==> config.mk <==
export PLATFORM = sky130hd
export DESIGN_NAME = sd_spi_card_responder
export DESIGN_NICKNAME = d
export VERILOG_FILES = /design/src/rtl/sd_pkg.sv /design/src/rtl/sd_crc7.sv /design/src/rtl/sd_spi_card_responder.sv
export SDC_FILE = /design/constraint.sdc
export NUM_CORES = 1
export LEC_CHECK = 0
export BUFFER_PORTS_ARGS = -buffer_cell sky130_fd_sc_hd__buf_2
export CORE_MARGIN = 10
export CORE_UTILIZATION = 35
export CTS_BUF_LIST = sky130_fd_sc_hd__clkbuf_16
export DETAILED_ROUTE_END_ITERATION = 8
export SYNTH_ARGS = -nofsm -noshare
export SYNTH_HDL_FRONTEND = slang
export SYNTH_SLANG_ARGS = --single-unit
==> constraint.sdc <==
create_clock -name clk -period 2.1 [get_ports clk]
set_input_delay 0.105 -clock clk [delete_from_list [all_inputs] [get_ports clk]]
set_output_delay 0.105 -clock clk [all_outputs]
set_load 0.02 [all_outputs]
==> src/rtl/sd_pkg.sv <==
// rtl/sd_pkg.sv - shared SD SPI-mode constants, card FSM states and CRC7 helper
// Shared by the card responder and the host controller.
//   CMDx / ACMD41   : command index constants
//   R1_*            : bit positions inside the R1 response byte
//   CRC7_POLY       : x^7 + x^3 + 1 without the x^7 term
//   OCR_VWIN        : OCR bits 23..0 (voltage window 2.7-3.6 V)
//   crc7_byte()     : advance a CRC7 by one byte, MSB first
package sd_pkg;

  localparam logic [5:0] CMD0   = 6'd0;
  localparam logic [5:0] CMD8   = 6'd8;
  localparam logic [5:0] CMD55  = 6'd55;
  localparam logic [5:0] CMD58  = 6'd58;
  localparam logic [5:0] ACMD41 = 6'd41;

  localparam int R1_IDLE    = 0;
  localparam int R1_ILLEGAL = 2;
  localparam int R1_CRC_ERR = 3;

  localparam logic [6:0]  CRC7_POLY = 7'h09;
  localparam logic [23:0] OCR_VWIN  = 24'hFF8000;

  typedef enum logic [2:0] {
    ST_HUNT,
    ST_RECV,
    ST_EXEC,
    ST_GAP,
    ST_RESP
  } card_state_e;

  function automatic logic [6:0] crc7_byte(input logic [6:0] crc, input logic [7:0] data);
    logic [6:0] c;
    logic       fb;
    c = crc;
    for (int i = 7; i >= 0; i--) begin
      fb = c[6] ^ data[i];
      c  = {c[5:0], 1'b0};
      if (fb) c = c ^ CRC7_POLY;
    end
    return c;
  endfunction

endpackage

==> src/rtl/sd_crc7.sv <==
// rtl/sd_crc7.sv - bytewise CRC7 accumulator
// Ports:
//   clk, rst_n : clock, asynchronous active-low reset
//   clr        : restart from zero; when en is also high, data is the first byte
//   en         : fold data into the running CRC
//   data       : byte in, MSB first
//   crc        : running CRC7
module sd_crc7
  import sd_pkg::*;
(
  input  logic       clk,
  input  logic       rst_n,
  input  logic       clr,
  input  logic       en,
  input  logic [7:0] data,
  output logic [6:0] crc
);

  always_ff @(posedge clk or negedge rst_n) begin
    if (!rst_n) begin
      crc <= 7'd0;
    end else if (clr) begin
      crc <= en ? crc7_byte(7'd0, data) : 7'd0;
    end else if (en) begin
      crc <= crc7_byte(crc, data);
    end
  end

endmodule

==> src/rtl/sd_spi_card_responder.sv <==
// rtl/sd_spi_card_responder.sv - SPI-mode SD card model: frame rx, CRC7 check, init tracking, R1/R3/R7 tx
// Ports:
//   clk, rst_n             : system clock (>= 4x spi_clk), asynchronous active-low reset
//   spi_clk, cs, mosi      : host SPI pins (mode 0, cs active low), sampled via 2-FF syncs
//   miso                   : card data, 1 while cs high or nothing to send
//   cmd_valid              : one-cycle pulse per accepted command
//   cmd_index, cmd_arg     : last accepted command, held
//   initialized            : card has left the idle state
module sd_spi_card_responder
  import sd_pkg::*;
#(
  parameter int   NCR        = 1,
  parameter int   INIT_POLLS = 2,
  parameter logic CCS        = 1'b1
) (
  input  logic        clk,
  input  logic        rst_n,
  input  logic        spi_clk,
  input  logic        cs,
  input  logic        mosi,
  output logic        miso,
  output logic        cmd_valid,
  output logic [5:0]  cmd_index,
  output logic [31:0] cmd_arg,
  output logic        initialized
);

  localparam logic [3:0] GAP_LAST = 4'(NCR - 1);
  localparam logic [7:0] POLL_MAX = 8'(INIT_POLLS);

  logic [1:0] sclk_ff, cs_ff, mosi_ff;
  logic       sclk_q;
  logic       sclk_s, cs_s, mosi_s;
  logic       sclk_rise, sclk_fall;

  always_ff @(posedge clk or negedge rst_n) begin
    if (!rst_n) begin
      sclk_ff <= 2'b00;
      cs_ff   <= 2'b11;
      mosi_ff <= 2'b11;
      sclk_q  <= 1'b0;
    end else begin
      sclk_ff <= {sclk_ff[0], spi_clk};
      cs_ff   <= {cs_ff[0], cs};
      mosi_ff <= {mosi_ff[0], mosi};
      sclk_q  <= sclk_ff[1];
    end
  end

  assign sclk_s    = sclk_ff[1];
  assign cs_s      = cs_ff[1];
  assign mosi_s    = mosi_ff[1];
  assign sclk_rise = sclk_s & ~sclk_q & ~cs_s;
  assign sclk_fall = ~sclk_s & sclk_q & ~cs_s;

  logic [2:0] bit_cnt;
  logic [6:0] rx_sr;
  logic       rx_done;
  logic [7:0] rx_byte;
  logic       tx_load;

  always_ff @(posedge clk or negedge rst_n) begin
    if (!rst_n) begin
      bit_cnt <= 3'd0;
      rx_sr   <= 7'd0;
    end else if (cs_s) begin
      bit_cnt <= 3'd0;
    end else if (sclk_rise) begin
      bit_cnt <= bit_cnt + 3'd1;
      rx_sr   <= {rx_sr[5:0], mosi_s};
    end
  end

  assign rx_done = sclk_rise & (bit_cnt == 3'd7);
  assign rx_byte = {rx_sr, mosi_s};
  // bit_cnt wraps to 0 on the 8th rise, so the next fall is the byte boundary
  assign tx_load = sclk_fall & (bit_cnt == 3'd0);

  card_state_e state, state_nxt;
  logic [47:0] frame;
  logic [2:0]  byte_cnt;
  logic [3:0]  gap_cnt;
  logic [39:0] resp_sr;
  logic [2:0]  resp_left;
  logic [7:0]  tx_sr;
  logic        idle, app;
  logic [7:0]  polls;
  logic [6:0]  crc_val;
  logic        frame_ok;

  logic        frame_start, crc_clr, crc_en, exec;
  logic [7:0]  tx_next;

  assign frame_ok = frame[0] & (frame[47:46] == 2'b01);

  always_ff @(posedge clk or negedge rst_n) begin
    if (!rst_n) state <= ST_HUNT;
    else        state <= state_nxt;
  end

  always_comb begin
    state_nxt = state;
    if (cs_s) begin
      state_nxt = ST_HUNT;
    end else begin
      case (state)
        ST_HUNT: if (frame_start) state_nxt = ST_RECV;
        ST_RECV: if (rx_done && byte_cnt == 3'd5) state_nxt = ST_EXEC;
        ST_EXEC: state_nxt = frame_ok ? ST_GAP : ST_HUNT;
        ST_GAP:  if (tx_load && gap_cnt == GAP_LAST) state_nxt = ST_RESP;
        ST_RESP: if (tx_load && resp_left == 3'd1) state_nxt = ST_HUNT;
        default: state_nxt = ST_HUNT;
      endcase
    end
  end

  always_comb begin
    frame_start = (state == ST_HUNT) && rx_done && (rx_byte[7:6] == 2'b01);
    crc_clr     = frame_start;
    // bytes 1..5 feed the CRC; byte 6 carries it
    crc_en      = frame_start || ((state == ST_RECV) && rx_done && (byte_cnt != 3'd5));
    exec        = (state == ST_EXEC) && !cs_s;
    tx_next     = (state == ST_RESP) ? resp_sr[39:32] : 8'hFF;
  end

  sd_crc7 u_crc7 (
    .clk  (clk),
    .rst_n(rst_n),
    .clr  (crc_clr),
    .en   (crc_en),
    .data (rx_byte),
    .crc  (crc_val)
  );

  logic [5:0]  dec_idx;
  logic [31:0] dec_arg;
  logic        crc_bad, illegal, accept;
  logic        idle_nxt, app_nxt;
  logic [7:0]  polls_nxt;
  logic [7:0]  r1;
  logic [39:0] resp_nxt;
  logic [2:0]  len_nxt;

  always_comb begin
    dec_idx   = frame[45:40];
    dec_arg   = frame[39:8];
    crc_bad   = ((dec_idx == CMD0) || (dec_idx == CMD8)) && (frame[7:1] != crc_val);
    illegal   = 1'b0;
    accept    = 1'b1;
    idle_nxt  = idle;
    polls_nxt = polls;
    app_nxt   = 1'b0;
    r1        = 8'h00;
    resp_nxt  = 40'hFF_FFFF_FFFF;
    len_nxt   = 3'd1;
    if (crc_bad) begin
      // rejected frame: card state is left exactly as it was
      accept            = 1'b0;
      app_nxt           = app;
      r1[R1_IDLE]       = idle;
      r1[R1_CRC_ERR]    = 1'b1;
      resp_nxt[39:32]   = r1;
    end else begin
      case (dec_idx)
        CMD0: begin
          idle_nxt  = 1'b1;
          polls_nxt = 8'd0;
        end
        CMD55: app_nxt = 1'b1;
        ACMD41: begin
          if (app) begin
            if (polls < POLL_MAX) polls_nxt = polls + 8'd1;
            if (polls_nxt == POLL_MAX) idle_nxt = 1'b0;
          end else begin
            illegal = 1'b1;
          end
        end
        CMD8, CMD58: ;
        default: illegal = 1'b1;
      endcase
      r1[R1_IDLE]    = idle_nxt;
      r1[R1_ILLEGAL] = illegal;
      resp_nxt[39:32] = r1;
      if (dec_idx == CMD8) begin
        resp_nxt = {r1, 16'h0000, 4'h0, dec_arg[11:8], dec_arg[7:0]};
        len_nxt  = 3'd5;
      end else if (dec_idx == CMD58) begin
        resp_nxt = {r1, ~idle, CCS, 6'h00, OCR_VWIN};
        len_nxt  = 3'd5;
      end
    end
  end

  always_ff @(posedge clk or negedge rst_n) begin
    if (!rst_n) begin
      frame     <= 48'd0;
      byte_cnt  <= 3'd0;
      gap_cnt   <= 4'd0;
      resp_sr   <= 40'hFF_FFFF_FFFF;
      resp_left <= 3'd0;
      tx_sr     <= 8'hFF;
      idle      <= 1'b1;
      app       <= 1'b0;
      polls     <= 8'd0;
      cmd_valid <= 1'b0;
      cmd_index <= 6'd0;
      cmd_arg   <= 32'd0;
    end else begin
      cmd_valid <= 1'b0;

      if (rx_done && (state == ST_HUNT || state == ST_RECV)) frame <= {frame[39:0], rx_byte};

      if (frame_start)                       byte_cnt <= 3'd1;
      else if (state == ST_RECV && rx_done)  byte_cnt <= byte_cnt + 3'd1;

      if (cs_s)           tx_sr <= 8'hFF;
      else if (tx_load)   tx_sr <= tx_next;
      else if (sclk_fall) tx_sr <= {tx_sr[6:0], 1'b1};

      if (state == ST_GAP && tx_load) gap_cnt <= gap_cnt + 4'd1;

      if (state == ST_RESP && tx_load) begin
        resp_sr   <= {resp_sr[31:0], 8'hFF};
        resp_left <= resp_left - 3'd1;
      end

      if (exec && frame_ok) begin
        idle      <= idle_nxt;
        polls     <= polls_nxt;
        app       <= app_nxt;
        resp_sr   <= resp_nxt;
        resp_left <= len_nxt;
        gap_cnt   <= 4'd0;
        if (accept) begin
          cmd_valid <= 1'b1;
          cmd_index <= dec_idx;
          cmd_arg   <= dec_arg;
        end
      end
    end
  end

  assign miso        = (cs | cs_s) ? 1'b1 : tx_sr[7];
  assign initialized = ~idle;

endmodule
## Word-level counts from Yosys, hierarchy flattened

Cells that the tools add are included.
W data, S select, Z words.

- Add/subtract/negate cells: 5
- Multipliers: 0
- Divide/modulo/power cells: 0
- Magnitude comparators: 1
- Equality and inequality tests: 21
- Shift operators: 0
- Multiplexer cells: 83
- Bitwise gates (word level): 43
- Reduce and logical (&&, ||, !) cells: 33

Operators by type and width:

| cell | count |
|---|---|
| $mux W7 | 24 |
| $mux W32 | 3 |
| $mux W40 | 2 |
| $mux W4 | 19 |
| $mux W8 | 9 |
| $mux W3 | 14 |
| $not A2 Y2 | 15 |
| $eq A6 B6 Y1 const B | 3 |
| $pmux W8 S2 | 1 |
| $ne A3 B3 Y1 const B | 5 |
| $pmux W3 S5 | 1 |
| $xor A1 B1 Y1 | 15 |
| $logic_and A1 B1 Y1 | 13 |
| $reduce_bool A2 Y1 | 6 |
| $eq A3 B3 Y1 const B | 3 |
| $add A8 B1 Y8 const B | 1 |
| $eq A8 B2 Y1 const B | 1 |
| $lt A8 B2 Y1 const B | 1 |
| $reduce_and A4 Y1 | 2 |
| $and A1 B1 Y1 | 7 |
| $mux W1 | 7 |
| $ne A7 B7 Y1 | 1 |
| $add A3 B1 Y3 const B | 2 |
| $eq A3 B1 Y1 const B | 2 |
| other kinds (18) | 29 |

- Bits in registers: 182
- Latch bits: 0
- RAM bits: 0
- Bits in read-only memories: 0
- Bits of input ports: 5
- Output and inout bits: 41
- Word-level logic and storage cells: 206
- Memories: 0

## Depth between registers and ports, before layout

Gate-level depths: netlist of run 1.

- Depth after elaboration: 37
- Mapped depth: 9
- Mapped depth without buffers: 7

## Hierarchy

A second synthesis of run 1 with hierarchy kept.

- Cell total of the unflattened synthesis: 856
- Area total of the unflattened synthesis: 8079.0 sq um

Modules (own cells, without submodules):

| module | instances | cells each | area each (sq um) | seq. area each (sq um) |
|---|---|---|---|---|
| sd_spi_card_responder | 1 | 789 | 7462.2 | 4445.5 |
| sd_crc7 | 1 | 67 | 616.8 | 175.2 |

## Worst setup path after synthesis of run 1

OpenSTA, ideal clock, no wires.

- Path type: flip-flop to flip-flop
- Start: reg bit_cnt[0]
- End: reg frame[38]
- Library setup time: 0.125 ns
- Data arrival time: 2.028 ns
- Required time: 1.975 ns
- Path slack: -0.052 ns
- Cell stages (with the launch flop): 9
- Buffers on the path: 3
- Clock period less this slack: 2.152 ns
- Cell sequence: dfrtp_1 ha_1 ha_1 nor4bb_1 clkbuf_1 nand2_1 clkbuf_1 buf_2 mux2_2

- Word-level cells in the longest chain between the ends: 3

Ends and longest elaborated chain:

| element | line | RTL |
|---|---|---|
| from (decl) | sd_spi_card_responder.sv:56 | `logic [2:0] bit_cnt;` |
| from (signal assigned) | sd_spi_card_responder.sv:69 | `bit_cnt <= bit_cnt + 3'd1;` |
| $eq A3 B3 Y1 | sd_spi_card_responder.sv:74 | `assign rx_done = sclk_rise & (bit_cnt == 3'd7);` |
| $and A1 B1 Y1 | sd_spi_card_responder.sv:74 |  |
| $logic_and A1 B1 Y1 | sd_spi_card_responder.sv:211 | `if (rx_done && (state == ST_HUNT \|\| state == ST_RECV)) frame <= {frame[39:0], rx_byte};` |
| to (signal assigned) | sd_spi_card_responder.sv:211 |  |
| to (decl) | sd_spi_card_responder.sv:80 | `logic [47:0] frame;` |

Every way passes these cells.
A chain may end at the register's enable or synchronous reset.

## Final worst setup path of run 1

- Start: reg frame[41]
- End: reg resp_sr[32]

- Word-level cells in the longest chain between the ends: 5
- Elaborated cells on any way between the ends: 8
- Those cells by class: eq/ne (2); mux (3); reduce/logical (3)

Ends and longest elaborated chain:

| element | line | RTL |
|---|---|---|
| branches (longest 3 deep; another with $eq A6 B6 Y1) | -- |  |
| $mux W4 (*) | sd_spi_card_responder.sv:156 | `if (crc_bad) begin` |
| $mux W40 (*) | sd_spi_card_responder.sv:227 | `if (exec && frame_ok) begin` |
| to (signal assigned) | sd_spi_card_responder.sv:223 | `resp_sr <= {resp_sr[31:0], 8'hFF};` |
| to (signal assigned) | sd_spi_card_responder.sv:231 | `resp_sr <= resp_nxt;` |
| to (decl) | sd_spi_card_responder.sv:83 | `logic [39:0] resp_sr;` |

Mark *: on every way between the ends.

==> results.rst, run 1 <==
.. list-table::
   :header-rows: 1

   * - Metric
     - Value
   * - Num ports
     - 46
   * - Worst Max-Slew Pin Slew
     - 0.598 ns
   * - Die W
     - 171 um
   * - Setup crit end kind
     - register
   * - Number of buffer and inverter stages on the critical path
     - 3
   * - Area of all placed cells without fillers
     - 9560 um^2
   * - Via count of the first global-routing pass
     - 5404
   * - Critical path startpoint category
     - register
   * - Area leader, netlist
     - sky130_fd_sc_hd__dfrtp_1
   * - Relative contribution of combinational cells to total power
     - 7.7%
   * - Drt first pass iters
     - 4
   * - Level count of the clock H-tree
     - 4
   * - Status
     - completed
   * - Crit Path Class
     - reg2reg
   * - Post-route worst hold slack
     - ~0.23 ns
   * - Number of core rows
     - 55
   * - Met3 track demand over resource
     - 3.12%
   * - Number of buffers created by CTS
     - 17
   * - Layout Skew
     - 0.0142 ns
   * - Remaining Overflow, GRT
     - 0
   * - Worst path arrival time
     - between 2 and 2.5 ns
   * - Max Transition Viols Final
     - 0
   * - Maximum VDD drop
     - 0.590 mV
   * - Number of distinct standard cells referenced by the synthesized netlist
     - 55
   * - Clk pwr share
     - 42.5%
   * - Synthesized netlist net count
     - 693
   * - Power density cells
     - approximately 780 nW/um^2
   * - Placed cell area
     - 8800 um^2
   * - Ranking of synthesized cells by instance count
     - sky130_fd_sc_hd__dfrtp_1, sky130_fd_sc_hd__mux2_2, sky130_fd_sc_hd__nand2_1, sky130_fd_sc_hd__dfstp_2, sky130_fd_sc_hd__nor2_1
   * - Critical path's top delay family
     - simple AND/OR/NAND/NOR gates
   * - Final Util
     - 42.3%
   * - Data required time at the worst endpoint
     - 2.44 ns
   * - Wire length of the first global-routing pass
     - 28700 um
   * - Count of endpoints failing hold in the final timing report
     - 0
   * - Residual antenna-violating net count after detailed routing
     - 0
   * - Minimum clock period
     - 2.08 ns
   * - Final period util
     - around 99%
   * - Switch Pwr
     - 1.98 mW
   * - Post-Synthesis Cell Area
     - 8000 um^2
   * - Synthesized area divided by synthesized cell count
     - 11.8 um^2
   * - TritonCTS clock tree
     - yes
   * - CTS root buf
     - sky130_fd_sc_hd__clkbuf_16
   * - Insertion delay of the later-clocked pin in the worst-skew pair
     - 0.44 ns
   * - Area share of the leading cell type in the synthesized netlist
     - 40.4%
   * - Remaining routing DRC violations
     - 0
   * - Count of port buffers added during placement
     - 45
   * - Initial core utilization
     - 35.4%
   * - Top cells by area, synth
     - sky130_fd_sc_hd__dfrtp_1, sky130_fd_sc_hd__dfstp_2, sky130_fd_sc_hd__mux2_2
   * - Final net count
     - 773
   * - Placeable core region
     - 22600 um^2
   * - Unrepaired setup endpoints after global routing
     - yes
   * - Number of register bits inferred by synthesis
     - 182
   * - Total track usage
     - 12.2%
   * - Critical-path cell list
     - nor4_2 > nand2b_1 > a21o_1 > nand2_2 > inv_4 > buf_6 > buf_4 > o31ai_1
   * - Antenna violations before repair
     - 0
   * - Met2 routing resource usage after global routing
     - 18.8%
   * - Clock net sink count
     - 182
   * - Fmax
     - 0.482 GHz
   * - Maximum fanout along the worst path
     - 5
   * - Slowest Stage Delay on Critical Path
     - 0.44 ns
   * - Count of endpoints failing setup in the final report
     - 0
   * - DIE AREA
     - 29300 um^2
   * - Global routing usage on met1
     - 16.6%
   * - Filler cell count in the final layout
     - 2156
   * - Synth Instances
     - 678
   * - Total negative slack for setup checks
     - 0 ns
   * - Rel. slew slack
     - approximately three fifths
   * - First-iteration detailed-routing DRC count
     - roughly 320
   * - Ratio of cells with drive above 1 in the final layout
     - a little under two fifths
   * - Area delta synth->final
     - 19.5%
   * - Share of flip-flops with an asynchronous set or reset
     - 100%
   * - Final routed wirelength across all metal layers
     - roughly 17000 um
   * - Final RePlAce weighted congestion
     - ~0.78
   * - Avg Vias per Cell
     - 5.01
   * - Most used routing layer in global routing
     - met2
   * - Slowest-stage cell, CP
     - sky130_fd_sc_hd__nor4_2
   * - Primary FF master, synth
     - sky130_fd_sc_hd__dfrtp_1
   * - Average detailed-routed wire length per instance
     - 16.5 um
   * - Maximum number of buffers from clock root to sink
     - 2
   * - Detail Placement HPWL
     - 11600 um
   * - Switching power share of the total
     - 26.6%
   * - Fraction of power consumed by sequential logic
     - about half
   * - Height of the die
     - 171 um
   * - Number of flops mapped to enable cells by yosys
     - 0
   * - Pint
     - 5.46 mW
   * - Worst hold-check path type
     - in2async
   * - Antenna diodes
     - 0
   * - Most used standard cell by instance count after synthesis
     - sky130_fd_sc_hd__dfrtp_1
   * - Max-capacitance violation count
     - 0
   * - Leakage
     - ~4.5 nW
   * - Vias
     - 5295
   * - Clock transition at the registers of the reported paths
     - about 0.07 ns
   * - Maximum number of pins on one net before global-route repair
     - 58
   * - Synthesis warning total
     - 0
   * - Sequential cell area fraction in the yosys report
     - 57.8%
==> worst paths after layout <==
check / start / endpoint / slack (ns) / depth (start not counted)
worst max-delay path: frame[41] / resp_sr[32] / 0.02 / 8
worst min-delay path: rst_n / polls[7] / 0.23 / 2
worst max register to register: frame[41] / resp_sr[32] / 0.02 / 8
worst min register to register: mosi_ff[0] / mosi_ff[1] / 0.36 / 0
max in group asynchronous: rst_n / resp_sr[5] / 1.17 / 3
min in group clk: spi_clk / sclk_ff[0] / 0.31 / 2
==> routing by layer <==
metal | wire length, um | share of wire [%] | up-vias
met1 | 8440 | 49 | 2650
met4 | 241 | 1.4 | 0
met2 | 8040 | 46 | 78
met3 | 660 | 3.8 | 21
li1 | - | - | 2546
met5 | 0 | 0 | -
==> cell type report <==
class                           instances  area [um^2]  share of cell area, %
Clock inverter                         15          161                   1.69
Timing Repair Buffer                   98          739                   7.74
Clock buffer                           17          425                   4.45
Inverter                               13         51.3                  0.537
Multi-Input combinational cell        446         3200                   33.5
Tap cell                              285          357                   3.73
Sequential cell                       182         4620                   48.4
==> cell usage in the layout, fill, tap and decap left out, types with 8 or more instances in the layout <==
| cell type | count |
|---|---|
| sky130_fd_sc_hd__a211o_1 | 9 |
| sky130_fd_sc_hd__buf_4 | 40 |
| sky130_fd_sc_hd__dfstp_2 | 53 |
| sky130_fd_sc_hd__buf_2 | 44 |
| sky130_fd_sc_hd__clkbuf_16 | 18 |
| sky130_fd_sc_hd__inv_1 | 12 |
| sky130_fd_sc_hd__nor2b_1 | 8 |
| sky130_fd_sc_hd__ha_1 | 10 |
| sky130_fd_sc_hd__dfrtp_1 | 128 |
| sky130_fd_sc_hd__o21ai_0 | 23 |
| sky130_fd_sc_hd__nand2_1 | 59 |
| sky130_fd_sc_hd__a21oi_1 | 42 |
| sky130_fd_sc_hd__mux2_2 | 84 |
| sky130_fd_sc_hd__xnor2_1 | 17 |
| sky130_fd_sc_hd__nand2b_1 | 8 |
| sky130_fd_sc_hd__mux2_4 | 8 |
| sky130_fd_sc_hd__nor3_1 | 19 |
| sky130_fd_sc_hd__xor2_1 | 15 |
| sky130_fd_sc_hd__nor2_1 | 52 |
==> kinds of logic (layout without fill, tap and decap cells) <==
logic type / count (synthesis) / count (layout) / share of synthesized area, %
AND/OR/NAND/NOR: 191 / 191 / 11.7
AO/OA/AOI/OAI: 117 / 117 / 8.98
adder cells (fa/ha/maj): 10 / 10 / 1.56
multiplexers: 96 / 96 / 13.5
buffers and inverters: 50 / 143 / 3.03
XOR/XNOR: 32 / 32 / 3.50
flip-flops: 182 / 182 / 57.8
==> power groups by stage <==
stage	clock (mW)	sequential [mW]	combinational, mW
after floorplan	0	3.71	0.419
after global placement	0	3.76	0.564
after detailed placement	0	3.76	0.574
after CTS	3.24	3.70	0.580
after global routing	3.39	3.71	0.648
final	3.17	3.70	0.576
==> through the flow <==
stage,total power [mW],setup WS (ns),std cells
final,7.44,0.0234,1056
after global routing,7.75,-0.0809,1056
after CTS,7.52,0.0174,1051
after detailed placement,4.34,-0.128,1015
after global placement,4.33,-0.0871,1015
after floorplan,4.13,0.0948,678
==> state kept, by name, indices dropped and copies added (netlist names), 4 cells and up <==
register	flops
frame	48
resp_sr	40
cmd_arg	32
polls	8
tx_sr	8
rx_sr	7
u_crc7.crc	7
cmd_index	6
gap_cnt	4
==> what timing repair did <==
action | in CTS | in global routing
hold endpoints to repair | 32 | 0
gates cloned | 0 | 2
buffers inserted | 0 | 3
hold buffers | 4 | 0
pin swaps | 0 | 2
endpoints found under the setup margin | 39 | 47
resized for setup | 3 | 18
Power figures use the tool's default switching activity.
==> run 2, diff against run 1 <==
Settings changed: SLEW_MARGIN set to 10.
Clock period 2.1 ns to 2.2 ns, I/O delays scaled along.
==> run 2 against run 1 <==
Compared with the run above: fmax up 0.71%; wire length down 2.6%; clock-buffer cell count unchanged; sequential power down 5%; power down 4.8%; critical endpoint is now resp_sr[20]; worst setup slack better by 0.11 ns; design area down 1.7%; global-route usage about the same; hold slack better by 0.052 ns; utilization down 0.73 points; critical path depth down 3.
==> results.rst, run 2 (synthesis results as in run 1) <==
.. list-table::
   :header-rows: 1

   * - Metric
     - Value
   * - Worst-case register-to-register setup slack
     - 0.14 ns
   * - Final period util
     - 93.7%
   * - Worst reg-to-reg path cell count
     - 5
   * - Vias
     - a little over 5000
   * - Register with the most flip-flops
     - frame
   * - Remaining routing DRC violations
     - 0
   * - Area delta synth->final
     - 17.4%
   * - Maximum fanout along the worst path
     - 18
   * - Final net count
     - 763
   * - Data required time at the worst endpoint
     - between 2 and 3 ns
   * - Most common library cell in the layout ignoring fill and taps
     - sky130_fd_sc_hd__dfrtp_1
   * - Clock transition at the registers of the reported paths
     - around 0.070 ns
   * - Leading cell types in the layout, fill and taps excluded
     - sky130_fd_sc_hd__dfrtp_1, sky130_fd_sc_hd__mux2_2, sky130_fd_sc_hd__nand2_1
   * - Setup crit end kind
     - register
   * - Clk pwr share
     - approximately 43%
   * - Maximum number of buffers from clock root to sink
     - 2
   * - Worst path arrival time
     - around 2.4 ns
   * - Level count of the clock H-tree
     - 4
   * - Leakage
     - 4.45 nW
   * - Fmax
     - 0.485 GHz
   * - Maximum VDD drop
     - 0.570 mV
   * - Switching power share of the total
     - about 25%
   * - Initial core utilization
     - 35.4%
   * - Placeable core region
     - between 20000 and 25000 um^2
   * - Maximum number of pins on one net before global-route repair
     - 68
   * - Num ports
     - 46
   * - Total track usage
     - 12.2%
   * - Via count of the first global-routing pass
     - 5382
   * - Max-capacitance violation count
     - 0
   * - Worst Max-Slew Pin Slew
     - 0.675 ns
   * - CTS root buf
     - sky130_fd_sc_hd__clkbuf_16
   * - Detail Placement HPWL
     - 11700 um
   * - DIE AREA
     - 29300 um^2
   * - Pint
     - 5.29 mW
   * - Power density cells
     - 754 nW/um^2
   * - Final Util
     - 41.6%
   * - Rel. slew slack
     - 54.8%
   * - Number of core rows
     - 55
   * - Slowest-stage cell, CP
     - sky130_fd_sc_hd__or4_4
   * - Slowest Stage Delay on Critical Path
     - 0.58 ns
   * - Status
     - completed
   * - Antenna diodes
     - 0
   * - Total negative slack for setup checks
     - 0 ns
   * - Die W
     - 171 um
   * - Switch Pwr
     - 1.79 mW
   * - Relative contribution of combinational cells to total power
     - 7.7%
   * - Height of the die
     - 171 um
   * - Count of endpoints failing setup in the final report
     - 0
   * - Fraction of power consumed by sequential logic
     - 49.8%
   * - Wire length of the first global-routing pass
     - 28600 um
   * - Ratio of cells with drive above 1 in the final layout
     - between 30% and 40%
   * - Count of endpoints failing hold in the final timing report
     - 0
   * - Number of buffers created by CTS
     - 17
   * - Reg2Reg Launch Point
     - state[1]
   * - Remaining Overflow, GRT
     - 0
   * - Final routed wirelength across all metal layers
     - 16900 um
   * - TritonCTS clock tree
     - yes
   * - Avg Vias per Cell
     - 4.97
   * - Crit Path Class
     - reg2reg
   * - Count of port buffers added during placement
     - 45
   * - Final RePlAce weighted congestion
     - between 0.8 and 0.9
   * - Max Transition Viols Final
     - 0
   * - Critical-path cell list
     - or3b_1 > or4_4 > buf_4 > o21ai_0 > a21oi_1
   * - Worst hold-check path type
     - in2async
   * - Max FFs per register
     - 48
   * - Clock net sink count
     - 182
   * - Critical path startpoint category
     - register
   * - Antenna violations before repair
     - 0
   * - Registers with the most flip-flops
     - frame (48), resp_sr (40), cmd_arg (32)
   * - First-iteration detailed-routing DRC count
     - 351
   * - RR Endpoint
     - resp_sr[20]
   * - Minimum clock period
     - 2.06 ns
   * - Post-route worst hold slack
     - 0.280 ns
   * - Residual antenna-violating net count after detailed routing
     - 0
   * - Average detailed-routed wire length per instance
     - 16.2 um
   * - Insertion delay of the later-clocked pin in the worst-skew pair
     - roughly 0.43 ns
   * - Layout Skew
     - approximately 0.011 ns
   * - Drt first pass iters
     - 4
==> run 2: timing repair <==
item | in CTS | in global routing
endpoints found under the hold margin | 48 | 0
endpoints found under the setup margin | 0 | 43
gates resized for setup | 0 | 4
buffers inserted | 0 | 1
hold buffers | 4 | 0
==> run 2: area by class of cell <==
cell class                 instances  area, um^2
fill                            2132       13200
clock inverter                    15         155
tap                              285         357
clock buffer                      17         425
multi-input combinational        446        3160
timing repair buffer              88         629
inverter                          13        48.8
sequential                       182        4620
==> run 2: per-stage QoR <==
stage / total power [mW] / instance area, um^2 / cells / setup slack (ns)
2_1_floorplan: 3.95 / 8000 / 678 / 0.0477
3_3_place_gp: 4.13 / 8750 / 1009 / 0.0896
3_5_place_dp: 4.13 / 8750 / 1009 / 0.0396
4_1_cts: 7.17 / 9370 / 1045 / 0.0247
5_1_grt: 7.40 / 9390 / 1046 / -0.0156
6_report: 7.08 / 9390 / 1046 / 0.138
==> run 2: worst max-delay path: cells and delay by family, from the launching register on <==
| family | cells | cell delay, ns |
|---|---|---|
| simple gates | 2 | 1.07 |
| flops | 1 | 0.41 |
| compound gates | 2 | 0.27 |
| buf+inv | 1 | 0.22 |
==> run 2: routing by layer <==
metal	track usage, %	vias up	part of all wire (%)
met3	2.36	15	2.6
li1	-	2525	-
met2	18.8	64	46
met1	16.9	2591	50
met5	0	-	0
met4	4.05	0	1.1
==> run 2: power by group through the flow <==
stage                     Combinational [mW]  Sequential [mW]  Clock, mW
after floorplan                        0.400             3.55          0
after global placement                 0.532             3.59          0
after detailed placement               0.542             3.59          0
after CTS                              0.552             3.53       3.09
after global routing                   0.619             3.54       3.24
final                                  0.544             3.53       3.01
==> run 2: worst max path at each step <==
stage | from | endpoint | slack (ns) | cells past startpoint
floorplan | bit_cnt[0] | frame[38] | 0.05 | 8
global placement | u_crc7.crc[0] | cmd_arg[28] | 0.09 | 8
detailed placement | u_crc7.crc[0] | cmd_arg[26] | 0.04 | 8
CTS | u_crc7.crc[0] | cmd_arg[26] | 0.02 | 8
global route | frame[41] | cmd_index[0] | -0.02 | 6
finish | state[1] | resp_sr[20] | 0.14 | 5
==> run 3, diff against run 2 <==
Settings changed: RECOVER_POWER set to 50.
Clock period 2.2 ns to 1.9 ns, I/O delays scaled along.
==> run 3 against run 2 <==
Compared with the run above: design area is 7.4% higher; register-to-register slack worse by 0.22 ns; sequential cell count stayed put; worst setup slack worse by 0.22 ns; clock skew is 0.0023 ns lower; critical path type unchanged; cell count is 4.6% higher; via count is 5.2% higher; the run now ends with max-capacitance violations, max-slew violations, negative setup slack left; sequential power is 16% higher; global-route usage is 0.57 points higher; clock power is 9.3% higher.
==> results.rst, run 3 (synthesis results as in run 1) <==
.. list-table::
   :header-rows: 1

   * - Metric
     - Value
   * - Status
     - finished, violations left
   * - Failing checks
     - max-capacitance violations, max-slew violations, negative setup slack
   * - Wire length of the first global-routing pass
     - approximately 30000 um
   * - Maximum number of buffers from clock root to sink
     - 2
   * - Total track usage
     - between 10% and 20%
   * - Max Transition Viols Final
     - between 50 and 60
   * - Leading cell types in the layout, fill and taps excluded
     - sky130_fd_sc_hd__dfrtp_1, sky130_fd_sc_hd__mux2_2, sky130_fd_sc_hd__buf_4
   * - Unrepaired setup endpoints after global routing
     - yes
   * - Antenna diodes
     - 0
   * - Die W
     - 171 um
   * - Clock transition at the registers of the reported paths
     - 0.07 ns
   * - Fmax
     - 0.505 GHz
   * - Drt first pass iters
     - 4
   * - Final setup slack of the worst path
     - -0.0796 ns
   * - Post-Place Worst Slack
     - -0.141 ns
   * - Final RePlAce weighted congestion
     - 0.798
   * - Minimum clock period
     - 1.98 ns
   * - Maximum number of pins on one net before global-route repair
     - 59
   * - Residual antenna-violating net count after detailed routing
     - 0
   * - Worst path arrival time
     - approximately 2.3 ns
   * - Worst Max-Slew Pin Slew
     - between 1.5 and 2 ns
   * - DIE AREA
     - 29300 um^2
   * - Clock net sink count
     - 182
   * - Layout Skew
     - 0.00907 ns
   * - Ratio of cells with drive above 1 in the final layout
     - 42.8%
   * - Registers with the most flip-flops
     - frame (48), resp_sr (40), cmd_arg (32)
   * - Setup crit end kind
     - register
   * - Remaining Overflow, GRT
     - 0
   * - Worst-case register-to-register setup slack
     - -0.08 ns
   * - Final period util
     - 104%
   * - Most common library cell in the layout ignoring fill and taps
     - sky130_fd_sc_hd__dfrtp_1
   * - Maximum VDD drop
     - 0.771 mV
   * - Max FFs per register
     - 48
   * - Level count of the clock H-tree
     - 4
   * - Crit Path Class
     - reg2reg
   * - Final net count
     - ~800
   * - TritonCTS clock tree
     - yes
   * - Initial core utilization
     - between 30% and 40%
   * - Number of core rows
     - 55
   * - Count of endpoints failing setup in the final report
     - 37
   * - Remaining routing DRC violations
     - 0
   * - Vias
     - around 5500
   * - Rel. slew slack
     - -2.40%
   * - Maximum fanout along the worst path
     - 5
   * - Data required time at the worst endpoint
     - 2.22 ns
   * - Area delta synth->final
     - 26.0%
   * - Insertion delay of the later-clocked pin in the worst-skew pair
     - 0.43 ns
   * - Num ports
     - 46
   * - Count of port buffers added during placement
     - 45
   * - CTS root buf
     - sky130_fd_sc_hd__clkbuf_16
   * - Detail Placement HPWL
     - around 12000 um
   * - Final Power
     - 8.05 mW
   * - Height of the die
     - between 150 and 200 um
   * - Critical path startpoint category
     - register
   * - Antenna violations before repair
     - 0
   * - Via count of the first global-routing pass
     - between 5000 and 6000
   * - Average detailed-routed wire length per instance
     - about 17 um
   * - Final routed wirelength across all metal layers
     - 18200 um
   * - Register with the most flip-flops
     - frame
   * - Max-capacitance violation count
     - 1
   * - Placeable core region
     - 22600 um^2
   * - Number of buffers created by CTS
     - 17
   * - Count of endpoints failing hold in the final timing report
     - 0
   * - Power density cells
     - 798 nW/um^2
   * - Avg Vias per Cell
     - 4.99
   * - Worst hold-check path type
     - in2reg
   * - Leakage
     - 4.76 nW
   * - First-iteration detailed-routing DRC count
     - between 300 and 400
[run 3: changes by cell type in the layout (fill, tap and decap cells not counted), sizes merged]
cell and change:
inv -3, bufinv -1, clkinvlp +2, buf +44, clkinv +2, clkbuf +4
[run 3: layout make-up]
type                    instances  area [um^2]
multi-input cells             446         3390
repair buffers                136         1110
fillers                      2082        12500
clock inverters                15          125
flip-flops and latches        182         4620
inverters                      13         53.8
well taps                     285          357
clock buffers                  17          425
[run 3: metrics by stage]
step	cells	TNS [ns]	util (%)	cell area, um^2	hold WS [ns]
CTS	1088	-4.07	43.6	9840	0.218
floorplan	678	-1.29	-	8130	-0.201
detailed placement	1044	-3.93	40.5	9140	0.118
finish	1094	-1.90	44.7	10100	0.311
global placement	1044	-2.33	40.5	9140	0.114
global route	1094	-5.89	44.7	10100	0.293
[run 3: worst paths after layout]
check / start / end / cells past startpoint
max: u_crc7.crc[4] / cmd_arg[14] / 8
min: mosi / mosi_ff[0] / 2
max reg2reg: u_crc7.crc[4] / cmd_arg[14] / 8
min reg2reg: sclk_ff[0] / sclk_ff[1] / 0
max in group asynchronous: rst_n / cmd_arg[1] / 3
min in group asynchronous: rst_n / u_crc7.crc[0] / 2
[run 3: critical path, stage by stage, from the launching register on]
cell and delay, ns:
sky130_fd_sc_hd__dfrtp_1 0.40, sky130_fd_sc_hd__xor2_1 0.18, sky130_fd_sc_hd__nor4_2 0.34, sky130_fd_sc_hd__buf_4 0.17
sky130_fd_sc_hd__a21o_1 0.13, sky130_fd_sc_hd__nand2_2 0.09, sky130_fd_sc_hd__clkinv_4 0.10, sky130_fd_sc_hd__buf_12 0.13
sky130_fd_sc_hd__mux2_2 0.33
[run 3: what timing repair did]
action | CTS | global route
resized for setup | 11 | 51
setup buffers | 7 | 4
pin swaps | 7 | 14
gates cloned | 1 | 3
endpoints found under the hold margin | 38 | 0
hold buffers | 4 | 0
endpoints found under the setup margin | 114 | 142
[run 3: routing by layer]
metal	global-route usage, %	share of wire, %	vias to the layer above
met5	0	0	-
met4	3.55	1.2	0
met3	2.91	2.7	19
met2	20.6	48	70
met1	17.0	48	2748
li1	-	-	2626
[run 3: report_power, final]
group	leakage (nW)	internal (mW)	total (mW)	switching, mW
clock network	0.274	1.71	3.29	1.58
logic	2.15	0.301	0.660	0.359
registers	2.33	3.97	4.09	0.126
total	4.76	5.98	8.05	2.07
